**config.mk**
```make
export PLATFORM = sky130hd
export DESIGN_NAME = pu_pio_ctrl
export DESIGN_NICKNAME = d
export VERILOG_FILES = /design/src/rtl/pu_pio_ctrl_pkg.sv /design/src/rtl/pu_pio_ctrl_clk_div.sv /design/src/rtl/pu_pio_ctrl.sv
export SDC_FILE = /design/constraint.sdc
export NUM_CORES = 1
export LEC_CHECK = 0
export ABC_CLOCK_PERIOD_IN_PS = 7700
export CORE_ASPECT_RATIO = 1.2
export CORE_MARGIN = 2
export CORE_UTILIZATION = 44
export DETAILED_ROUTE_END_ITERATION = 16
export PLACE_DENSITY = 0.95
export SYNTH_ARGS = -nofsm -noshare
export SYNTH_HDL_FRONTEND = slang
export SYNTH_SLANG_ARGS = --single-unit
export TNS_END_PERCENT = 20
```
**constraint.sdc**
```tcl
create_clock -name clk -period 7.7 [get_ports clk]
set_input_delay 0.77 -clock clk [delete_from_list [all_inputs] [get_ports clk]]
set_output_delay 0.77 -clock clk [all_outputs]
set_load 0.05 [all_outputs]
```
**src/rtl/pu_pio_ctrl_pkg.sv**
```systemverilog
// Shared definitions for the PU PIO master: bus width, default timing parameters,
// controller state encoding and a counter-width helper.
package pu_pio_ctrl_pkg;

   localparam int PIO_NBITS      = 32;
   localparam int PU_PIO_TIMEOUT = 255;
   localparam int PU_PIO_DIV     = 4;

   typedef enum logic [2:0] {
      PIO_ST_IDLE     = 3'd0,
      PIO_ST_ISSUE    = 3'd1,
      PIO_ST_WAIT_ACK = 3'd2,
      PIO_ST_RELEASE  = 3'd3,
      PIO_ST_DONE     = 3'd4
   } pio_state_e;

   // Bits needed to hold values 0..max_val, never less than one.
   function automatic int cnt_width(input int max_val);
      return (max_val < 2) ? 1 : $clog2(max_val + 1);
   endfunction

endpackage

```
**src/rtl/pu_pio_ctrl_clk_div.sv**
```systemverilog
// Free-running divider producing a one-cycle enable every DIV_RATIO clocks;
// shared by the PU PIO master and slaves.
module pu_clk_div_gen
   import pu_pio_ctrl_pkg::*;
#(
   parameter int DIV_RATIO = PU_PIO_DIV
) (
   input  logic clk_i,
   input  logic rst_i,
   output logic pulse_o
);

   localparam int            CW   = cnt_width(DIV_RATIO - 1);
   localparam logic [CW-1:0] LAST = CW'(DIV_RATIO - 1);

   logic [CW-1:0] cnt_q, cnt_d;

   always_comb begin
      cnt_d = (cnt_q == LAST) ? '0 : cnt_q + CW'(1);
   end

   always_ff @(posedge clk_i or posedge rst_i) begin
      if (rst_i) begin
         cnt_q <= '0;
      end else begin
         cnt_q <= cnt_d;
      end
   end

   // Gated by reset so the enable is low while the block is held in reset.
   assign pulse_o = ~rst_i & (cnt_q == LAST);

endmodule

```
**src/rtl/pu_pio_ctrl.sv**
```systemverilog
// Upstream PIO master: takes one host register request at a time, drives the
// decoder strobes, waits for its ack (with timeout) and returns a completion.
module pu_pio_ctrl
   import pu_pio_ctrl_pkg::*;
#(
   parameter int DIV_RATIO      = PU_PIO_DIV,
   parameter int TIMEOUT_CYCLES = PU_PIO_TIMEOUT,
   parameter int NBITS          = PIO_NBITS
) (
   input  logic             clk,
   input  logic             rst,
   input  logic             host_req,
   output logic             host_rdy,
   input  logic             host_wr,
   input  logic [NBITS-1:0] host_addr,
   input  logic [NBITS-1:0] host_wdata,
   output logic             host_ack,
   output logic [NBITS-1:0] host_rdata,
   output logic             host_err,
   output logic             clk_div,
   output logic             reg_bs,
   output logic             reg_rd,
   output logic             reg_wr,
   output logic [NBITS-1:0] reg_addr,
   output logic [NBITS-1:0] reg_din,
   input  logic             pio_ack,
   input  logic             pio_rvalid,
   input  logic [NBITS-1:0] pio_rdata
);

   localparam int            TW      = cnt_width(TIMEOUT_CYCLES);
   localparam logic [TW-1:0] TO_LAST = TW'(TIMEOUT_CYCLES - 1);
   localparam logic [TW-1:0] TO_MAX  = TW'(TIMEOUT_CYCLES);

   pio_state_e       state_q, state_d;
   logic [TW-1:0]    tcnt_q, tcnt_d, tcnt_inc;
   logic             timed_out;
   logic             wr_q, wr_d;
   logic             err_q, err_d;
   logic [NBITS-1:0] addr_q, addr_d;
   logic [NBITS-1:0] din_q, din_d;
   logic [NBITS-1:0] rdata_q, rdata_d;

   pu_clk_div_gen #(
      .DIV_RATIO(DIV_RATIO)
   ) u_clk_div (
      .clk_i  (clk),
      .rst_i  (rst),
      .pulse_o(clk_div)
   );

   assign tcnt_inc  = (tcnt_q == TO_MAX) ? tcnt_q : tcnt_q + TW'(1);
   assign timed_out = (tcnt_q >= TO_LAST);

   // The timeout counter only runs in the two states that wait on the decoder;
   // everywhere else it is held at zero so each wait starts fresh.
   always_comb begin
      state_d = state_q;
      tcnt_d  = '0;
      wr_d    = wr_q;
      err_d   = err_q;
      addr_d  = addr_q;
      din_d   = din_q;
      rdata_d = rdata_q;
      case (state_q)
         PIO_ST_IDLE: begin
            if (host_req && host_rdy) begin
               wr_d    = host_wr;
               addr_d  = host_addr;
               din_d   = host_wdata;
               state_d = PIO_ST_ISSUE;
            end
         end
         PIO_ST_ISSUE: begin
            state_d = PIO_ST_WAIT_ACK;
         end
         PIO_ST_WAIT_ACK: begin
            tcnt_d = tcnt_inc;
            if (pio_ack) begin
               err_d = ~pio_rvalid;
               if (!wr_q) begin
                  rdata_d = pio_rvalid ? pio_rdata : '0;
               end
               state_d = PIO_ST_DONE;
            end else if (timed_out) begin
               err_d   = 1'b1;
               rdata_d = '0;
               state_d = PIO_ST_DONE;
            end
         end
         PIO_ST_DONE: begin
            state_d = PIO_ST_RELEASE;
         end
         PIO_ST_RELEASE: begin
            tcnt_d = tcnt_inc;
            if (!pio_ack || timed_out) begin
               addr_d  = '0;
               din_d   = '0;
               state_d = PIO_ST_IDLE;
            end
         end
         default: begin
            state_d = PIO_ST_IDLE;
         end
      endcase
   end

   always_ff @(posedge clk or posedge rst) begin
      if (rst) begin
         state_q <= PIO_ST_IDLE;
         tcnt_q  <= '0;
         wr_q    <= 1'b0;
         err_q   <= 1'b0;
         addr_q  <= '0;
         din_q   <= '0;
         rdata_q <= '0;
      end else begin
         state_q <= state_d;
         tcnt_q  <= tcnt_d;
         wr_q    <= wr_d;
         err_q   <= err_d;
         addr_q  <= addr_d;
         din_q   <= din_d;
         rdata_q <= rdata_d;
      end
   end

   // Outputs decode from the asynchronously reset state, so reset drops them at once.
   assign host_rdy   = ~rst & (state_q == PIO_ST_IDLE) & ~pio_ack;
   assign reg_bs     = (state_q == PIO_ST_ISSUE) | (state_q == PIO_ST_WAIT_ACK);
   assign reg_rd     = (state_q == PIO_ST_ISSUE) & ~wr_q;
   assign reg_wr     = (state_q == PIO_ST_ISSUE) & wr_q;
   assign host_ack   = (state_q == PIO_ST_DONE);
   assign host_err   = (state_q == PIO_ST_DONE) & err_q;
   assign host_rdata = rdata_q;
   assign reg_addr   = addr_q;
   assign reg_din    = din_q;

endmodule

```
==> impl_metrics.toml, run 1 <==
[outcome]
run_status = "finished clean"

[min_path]
hold-path-cell-count = 1
hold_class = "reg -> reg"

[setup_path]
cp_num_cells = 4
path_class = "in -> out"
startpoint_type = "input pin"
cpMaxStageDelayCell = "clkdlybuf4s50_1"
worstPathRequired_ns = 6.93
critPathBufInv = 2
endpoint_kind = "output pin"
critPathMaxFanout = 8
slowest_delay_ns = 0.81
path_cells = "clkdlybuf4s50_1 > nor2_1 > and2_1 > clkdlybuf4s50_1"
worst_r2r_path_depth = 5
cp.arrival_ns = 2.54
crit_family = "buffers and inverters"
cpMostUsedCell = "clkdlybuf4s50_1"

[final_layout]
n_antenna_cell = 0
nets = 598
regArea_sq_mm = 0.00278
multi_input_area_sq_mm = 0.00135
drive_gt1_frac = 0.0624
synthToLayoutAreaGrowth_pct = 53.7
fillers = 651

[clock_tree]
post-cts-setup-buffer-count = 0
root_buffer = "clkbuf_16"
cts_tree = "built"
worstSkewPairLatency_ns = 0.34
ctsHoldBuffers = 0
clk_path_buf_depth = 2
numClockSinks = 111
numCtsBuffers = 9
cts-htree-levels = 3
path_clk_slew_ns = 0.07
cts_resized = 0

[routing]
first_iter_violations = 116
wl_um = 11700
ant_nets = 0
wire_per_inst_um = 18.8
vias = 3410
drcViolationCount = 0
vias_per_cell = 5.50
dr.pass1.iters = 4

[power]
p_leak_nw = 2.94
p_comb_frac = 0.556
p_clk_frac = 0.134
internal-power_w = 0.00171
seq_power_share = 0.310
p_sw_w = 0.00152
finalPower_w = 0.00323
sw_frac_of_total = 0.470
vdd_ir_drop_max_uv = 313
powerDensity_mw_per_mm2 = 486

[yosys]
synth_nets = 405
ys_ff_latch = 111
synth.distinct_cells = 43
yosysSeqAreaShare = 0.643
ys_top_cells_by_area = "dfrtp_1 64%, a22o_1 19%, buf_6 2.3%"
synth.cell_area_sq_mm = 0.00432
postSynthAreaPerCell_sq_um = 14.4
synth_cells = 300
synth_edf_count = 0
async_reset_ff_frac = 1.00
yosysWarnings = 0
yosys.area.top_type = "dfrtp_1"
synth_top_area_share = 0.643
synth_ff_type = "dfrtp_1"

[placed_design]
port_buffers = 204
place_congestion = 0.802
dp_hpwl_um = 8390

[timing]
drv_slew = 0
maxSlewHeadroom = 0.155
tightest_slew_ns = 1.27
period_minus_slack_ns = 3.31
fin_crit_sh = 0.429
final-setup-viol-count = 0
hold_viol_final = 0
fmax_ghz = 0.303
finalClockSkew_ns = 0.00750
rsz0062_at_grt = "false"
setup_tns_ns = 0

[global_routing]
antenna_found_initial = 0
grt-ovfl-total = 0
grt_use_total = 0.221
grt_max_degree = 67
grt_first_pass_wirelength_um = 18100
grt_pass1_vias = 3501

[job]
max-cap-violations = 0

[floorplan]
core-area_sq_mm = 0.00952
die_w_um = 94.4
die_area_sq_mm = 0.0106
ios = 205
fp.dieH_um = 113
floorplan.initialDensity = 0.454
placementRows = 39
[state kept, by name, summed over array words and instances (netlist names)]
name             count
err_q                1
host_rdata          32
reg_addr            32
reg_din             32
state_q              3
tcnt_q               8
u_clk_div.cnt_q      2
wr_q                 1
[cells in the mapped netlist, types with 2 or more instances]
cell type	instances
dfrtp_1	111
a22o_1	96
buf_2	15
buf_6	9
nor2_1	8
a21oi_1	5
xnor2_1	5
nand2_1	4
ha_1	3
inv_1	3
nand3_1	3
and2_1	2
nor2b_1	2
nor3_1	2
nor3b_1	2
nor4b_1	2
o211ai_2	2
[cells in the final DEF, fill, tap and decap left out, types with 2 or more instances in the layout]
| cell type | instances |
|---|---|
| clkdlybuf4s50_1 | 204 |
| dfrtp_1 | 111 |
| a22o_1 | 96 |
| clkbuf_16 | 9 |
| nor2_1 | 8 |
| a21oi_1 | 5 |
| xnor2_1 | 5 |
| nand2_1 | 4 |
| nand3_1 | 3 |
| ha_1 | 3 |
| buf_4 | 3 |
| o211ai_2 | 2 |
| nor3b_1 | 2 |
| nor2b_1 | 2 |
| nor3_1 | 2 |
| inv_1 | 2 |
| nor4b_1 | 2 |
| and2_1 | 2 |
| clkbuf_8 | 2 |
[power groups by stage]
| stage | Sequential (W) | Combinational [W] | Clock, W |
|---|---|---|---|
| 2_1_floorplan | 0.00178 | 0.000395 | 0 |
| 3_3_place_gp | 0.000987 | 0.00177 | 0 |
| 3_5_place_dp | 0.00100 | 0.00180 | 0 |
| 4_1_cts | 0.00100 | 0.00181 | 0.000446 |
| 5_1_grt | 0.00103 | 0.00186 | 0.000476 |
| 6_report | 0.00100 | 0.00180 | 0.000433 |
[kinds of logic (layout without fill, tap and decap cells)]
| kind of cell | count (synthesis) | in the layout | share of synthesized area |
|---|---|---|---|
| and+or+nand+nor | 37 | 37 | 0.0594 |
| muxes | 1 | 1 | 0.00261 |
| DFF | 111 | 111 | 0.643 |
| xor gates and xnor gates | 5 | 5 | 0.0101 |
| buffers and inverters | 28 | 225 | 0.0452 |
| adders and majority gates | 3 | 3 | 0.00869 |
| AOI/OAI and AO/OA | 115 | 115 | 0.231 |
[stage by stage]
step	std cells	utilization	cell area [sq um]	worst slack [ns]	hold WS, ns
floorplan	300	-	4320	4.00	0.403
global placement	605	0.668	6360	4.46	0.414
detailed placement	605	0.668	6360	4.40	0.436
CTS	620	0.698	6640	4.40	0.445
global route	620	0.698	6640	4.32	0.449
finish	620	0.698	6640	4.39	0.438
[worst paths after layout]
path,from,endpoint,slack [ns]
hold / removal,u_clk_div.cnt_q[0],u_clk_div.cnt_q[0],0.44
min in group asynchronous,rst,u_clk_div.cnt_q[0],0.94
setup reg to reg,state_q[0],reg_addr[16],5.33
setup / recovery,pio_ack,host_rdy,4.39
max in group asynchronous,rst,tcnt_q[0],5.61
hold reg to reg,u_clk_div.cnt_q[0],u_clk_div.cnt_q[0],0.44
[worst register-to-register path, delay by kind of cell, from the launching register on]
| kind | cells | cell delay [ns] |
|---|---|---|
| AND/OR/NAND/NOR | 2 | 0.92 |
| flip-flops | 1 | 0.56 |
| buffers and inverters | 1 | 0.32 |
| AO/OA/AOI/OAI | 2 | 0.45 |
[per-layer routing]
metal  part of all wire  up-vias  routed length, um  GRT usage
met1               0.38     1713               4440      0.260
met4              0.034        0                397      0.108
li1                   -     1526                  -          -
met3              0.057       26                661     0.0376
met2               0.53      145               6180      0.388
met5                  0        -                  0          0
[final cells by class]
| cell class | instances | share of cell area |
|---|---|---|
| clock buffers | 11 | 0.0381 |
| clock inverters | 4 | 0.00452 |
| inverters | 3 | 0.00207 |
| multi-input cells | 161 | 0.203 |
| flip-flops and latches | 111 | 0.418 |
| well taps | 123 | 0.0232 |
| repair buffers | 207 | 0.311 |
No activity file was read; power rests on OpenSTA's default activity.
==> run 2: changes to the inputs <==
- ABC_CLOCK_PERIOD_IN_PS: 7700 -> 2780
- CORE_UTILIZATION: 44 -> 37
- PLACE_DENSITY: 0.95 -> 0.87
- clock period: 7.7 -> 2.78 ns (I/O delays scaled with it)
==> run 2 against run 1 <==
- routed wire length shrank 0.39%
- register-to-register slack worse by 4.8 ns
- global-route usage decreased by 3.9 points
- cell area is 2.1% higher
- hold slack got worse by 0.047 ns
- clock skew rose by 0.00076 ns
- via count down 0.67%
- utilization decreased by 11 points
==> impl_metrics.toml, run 2 (synthesis gave the netlist of run 1 again) <==
[setup_path]
path_class = "reg -> out"
critPathMaxFanout = 13
endpoint_kind = "output pin"
r2r-end = "host_rdata[5]"
worstPathRequired_ns = 2.50
reg2reg_from = "tcnt_q[0]"
worst_r2r_path_depth = 6
startpoint_type = "register"
cp.arrival_ns = 2.24
reg2reg_slack_ns = 0.49

[timing]
period_minus_slack_ns = 2.51
setup_tns_ns = 0
drv_slew = 0
holdWs_ns = 0.391
maxSlewHeadroom = 0.147
final-setup-viol-count = 0
hold_viol_final = 0
rsz0062_at_grt = "false"
fmax_ghz = 0.398
tightest_slew_ns = 1.28
finalClockSkew_ns = 0.00826
fin_crit_sh = 0.905

[floorplan]
fp.dieH_um = 122
die_area_sq_mm = 0.0126
ios = 205
placementRows = 43
die_w_um = 103
core-area_sq_mm = 0.0115
floorplan.initialDensity = 0.377

[final_layout]
n_antenna_cell = 0
fillers = 912
regArea_sq_mm = 0.00278
drive_gt1_frac = 0.0700
multi_input_area_sq_mm = 0.00135
nets = 600
final_common_cell = "clkdlybuf4s50_1"
fin_area_sq_mm = 0.00678
synthToLayoutAreaGrowth_pct = 57.0
layout_common_cells = "203 x clkdlybuf4s50_1, 111 x dfrtp_1, 96 x a22o_1, 9 x clkbuf_16, 8 x nor2_1"

[routing]
vias = 3387
first_iter_violations = 121
vias_per_cell = 5.16
dr.pass1.iters = 4
ant_nets = 0
drcViolationCount = 0
wl_um = 11600
wire_per_inst_um = 17.7

[placed_design]
place_area_sq_mm = 0.00645
place_congestion = 0.797
port_buffers = 204
dp_hpwl_um = 8360

[clock_tree]
clk_path_buf_depth = 2
root_buffer = "clkbuf_16"
path_clk_slew_ns = 0.07
cts_tree = "built"
numClockSinks = 111
worstSkewPairLatency_ns = 0.35
cts_resized = 0
ctsHoldBuffers = 0
post-cts-setup-buffer-count = 0
cts-htree-levels = 3
numCtsBuffers = 9

[global_routing]
grt-ovfl-total = 0
grt_first_pass_wirelength_um = 17600
grt_use_total = 0.183
grt_max_degree = 65
antenna_found_initial = 0
grt_pass1_vias = 3406

[power]
vdd_ir_drop_max_uv = 886
powerDensity_mw_per_mm2 = 1350
p_leak_nw = 2.99

[min_path]
hold_class = "in -> async"

[outcome]
run_status = "finished clean"

[job]
max-cap-violations = 0
## run 2: cell types whose count changed in the layout (fill, tap and decap cells not counted), sizes merged
cell,previous run,this run
buf,3,6
bufinv,0,2
clkbuf,11,9
clkdlybuf4s50,204,203
clkinv,2,3
## run 2: final cells by class
type                    instances  share of cell area
clock buffers                   9              0.0332
clock inverters                 7              0.0153
inverters                       3             0.00221
multi-input cells             161               0.199
flip-flops and latches        111               0.410
well taps                     157              0.0290
repair buffers                209               0.312
## run 2: worst max path at each step
stage | slack (ns) | startpoint | endpoint | cells past startpoint
3_3_place_gp | 0.51 | pio_ack | host_rdata[16] | 4
5_1_grt | 0.12 | state_q[0] | reg_rd | 2
2_1_floorplan | 0.13 | state_q[0] | host_err | 3
4_1_cts | 0.30 | state_q[0] | host_err | 3
3_5_place_dp | 0.37 | pio_ack | host_rdata[16] | 4
6_report | 0.27 | state_q[0] | reg_rd | 2
## run 2: stage by stage
stage,worst slack (ns),total power (W),cells,utilization
after detailed placement,0.366,0.00777,641,0.563
after CTS,0.299,0.00921,657,0.592
after global placement,0.513,0.00767,641,0.563
final,0.265,0.00914,657,0.592
after global routing,0.119,0.00952,657,0.592
after floorplan,0.131,0.00602,300,-
## run 2: worst max-delay path, stage by stage (launching register included)
cell	delay, ns
dfrtp_1	0.67
nor4b_1	0.33
clkdlybuf4s50_1	0.89
## run 2: power by group
group / leakage, nW / switching, W / total (W) / internal [W]
combinational: 1.38 / 0.00316 / 0.00496 / 0.00181
sequential: 1.44 / 0.000488 / 0.00278 / 0.00230
clock: 0.161 / 0.000592 / 0.00139 / 0.000801
## run 2: routing by layer
| metal | track usage | share of wire |
|---|---|---|
| met5 | 0 | 0 |
| met4 | 0.0658 | 0.019 |
| met3 | 0.0518 | 0.082 |
| met2 | 0.300 | 0.50 |
| met1 | 0.229 | 0.40 |
==> run 3: changes to the inputs <==
- CAP_MARGIN: unset -> 25
==> run 3 against run 2 <==
- routed wire length is 0.63% lower
- via count fell by 1.2%
- worst setup slack improved by 0.025 ns
- non-clock buffer count rose by 1
- first-iteration DRC count up 40%
- count of clock-buffer cells in the layout unchanged
- largest cell class unchanged
==> impl_metrics.toml, run 3 (synthesis gave the netlist of run 1 again) <==
[routing]
vias_per_cell = 5.09
wire_per_inst_um = 17.6
drcViolationCount = 0
vias = 3347
ant_nets = 0
first_iter_violations = 169
dr.pass1.iters = 4
wl_um = 11600

[floorplan]
ios = 205
floorplan.initialDensity = 0.377
die_area_sq_mm = 0.0126
placementRows = 43
die_w_um = 103
core-area_sq_mm = 0.0115
fp.dieH_um = 122

[placed_design]
place_area_sq_mm = 0.00648
dp_hpwl_um = 8420
port_buffers = 204
place_congestion = 0.797
dp_slack_ns = 0.638

[clock_tree]
worstSkewPairLatency_ns = 0.34
ctsHoldBuffers = 0
cts_resized = 0
numClockSinks = 111
path_clk_slew_ns = 0.08
numCtsBuffers = 9
clk_path_buf_depth = 2
root_buffer = "clkbuf_16"
cts-htree-levels = 3
post-cts-setup-buffer-count = 0
cts_tree = "built"

[timing]
maxSlewHeadroom = 0.631
final-setup-viol-count = 0
setup_ws_ns = 0.291
period_minus_slack_ns = 2.49
hold_viol_final = 0
finalClockSkew_ns = 0.0130
rsz0062_at_grt = "false"
fin_crit_sh = 0.895
fmax_ghz = 0.402
tightest_slew_ns = 0.553
drv_slew = 0
setup_tns_ns = 0

[outcome]
run_status = "finished clean"

[setup_path]
reg2reg_from = "state_q[0]"
endpoint_kind = "output pin"
path_class = "reg -> out"
worst_r2r_path_depth = 5
reg2reg_slack_ns = 0.93
cp.arrival_ns = 2.21
startpoint_type = "register"
critPathMaxFanout = 13
r2r-end = "reg_din[29]"
slowest_delay_ns = 0.88
cpMaxStageDelayCell = "clkdlybuf4s50_1"
path_cells = "nor4b_1 > clkdlybuf4s50_1"
worstPathRequired_ns = 2.50

[global_routing]
grt_first_pass_wirelength_um = 17400
grt_max_degree = 65
antenna_found_initial = 0
grt_use_total = 0.178
grt_pass1_vias = 3394
grt-ovfl-total = 0

[final_layout]
fin_area_sq_mm = 0.00676
final_common_cell = "clkdlybuf4s50_1"
synthToLayoutAreaGrowth_pct = 56.5
n_antenna_cell = 0
fillers = 943
drive_gt1_frac = 0.0719
nets = 601
layout_common_cells = "203 x clkdlybuf4s50_1, 111 x dfrtp_1, 96 x a22o_1, 9 x clkbuf_16, 8 x nor2_1"

[power]
powerDensity_mw_per_mm2 = 1330
finalPower_w = 0.00897
vdd_ir_drop_max_uv = 697
p_leak_nw = 2.97

[min_path]
hold_class = "in -> async"

[job]
max-cap-violations = 0
run 3: changes by cell type in the layout (fill, tap and decap cells not counted), sizes merged:
cell / change
bufinv: -2
clkinvlp: +2
buf: +1
clkinv: +1
inv: -1
run 3: how the worst max path moves through the flow:
stage	start	endpoint	slack (ns)
floorplan	state_q[0]	host_err	0.13
global placement	pio_ack	host_rdata[16]	0.51
detailed placement	pio_ack	reg_addr[20]	0.64
CTS	state_q[0]	reg_rd	0.30
global route	state_q[0]	reg_rd	0.10
finish	state_q[0]	reg_rd	0.29
run 3: cell type report:
type / count / area [sq um] / area share
Inverter: 3 / 15.0 / 0.00222
Sequential cell: 111 / 2780 / 0.411
Clock buffer: 9 / 225 / 0.0333
Timing Repair Buffer: 210 / 2140 / 0.317
Multi-Input combinational cell: 161 / 1350 / 0.199
Tap cell: 157 / 196 / 0.0291
Clock inverter: 7 / 57.6 / 0.00851
run 3: metal layers:
layer | vias to the layer above | wire length, um | track usage
met4 | 0 | 122 | 0.0475
met3 | 10 | 768 | 0.0507
met5 | - | 0 | 0
met2 | 137 | 5860 | 0.300
met1 | 1664 | 4810 | 0.224
li1 | 1536 | - | -
run 3: through the flow:
step | hold slack, ns | utilization | cells
2_1_floorplan | 0.403 | - | 300
3_3_place_gp | 0.414 | 0.563 | 641
3_5_place_dp | 0.425 | 0.565 | 642
4_1_cts | 0.404 | 0.590 | 658
5_1_grt | 0.457 | 0.590 | 658
6_report | 0.390 | 0.590 | 658
run 3: power breakdown:
group | internal, W | switching [W]
Sequential | 0.00230 | 0.000484
Clock | 0.000618 | 0.000589
Combinational | 0.00182 | 0.00316
Total | 0.00473 | 0.00423
run 3: critical path, delay by kind of cell, from the launching register on:
family | cells | cell delay, ns
buf+inv | 1 | 0.88
flops | 1 | 0.66
simple gates | 1 | 0.33
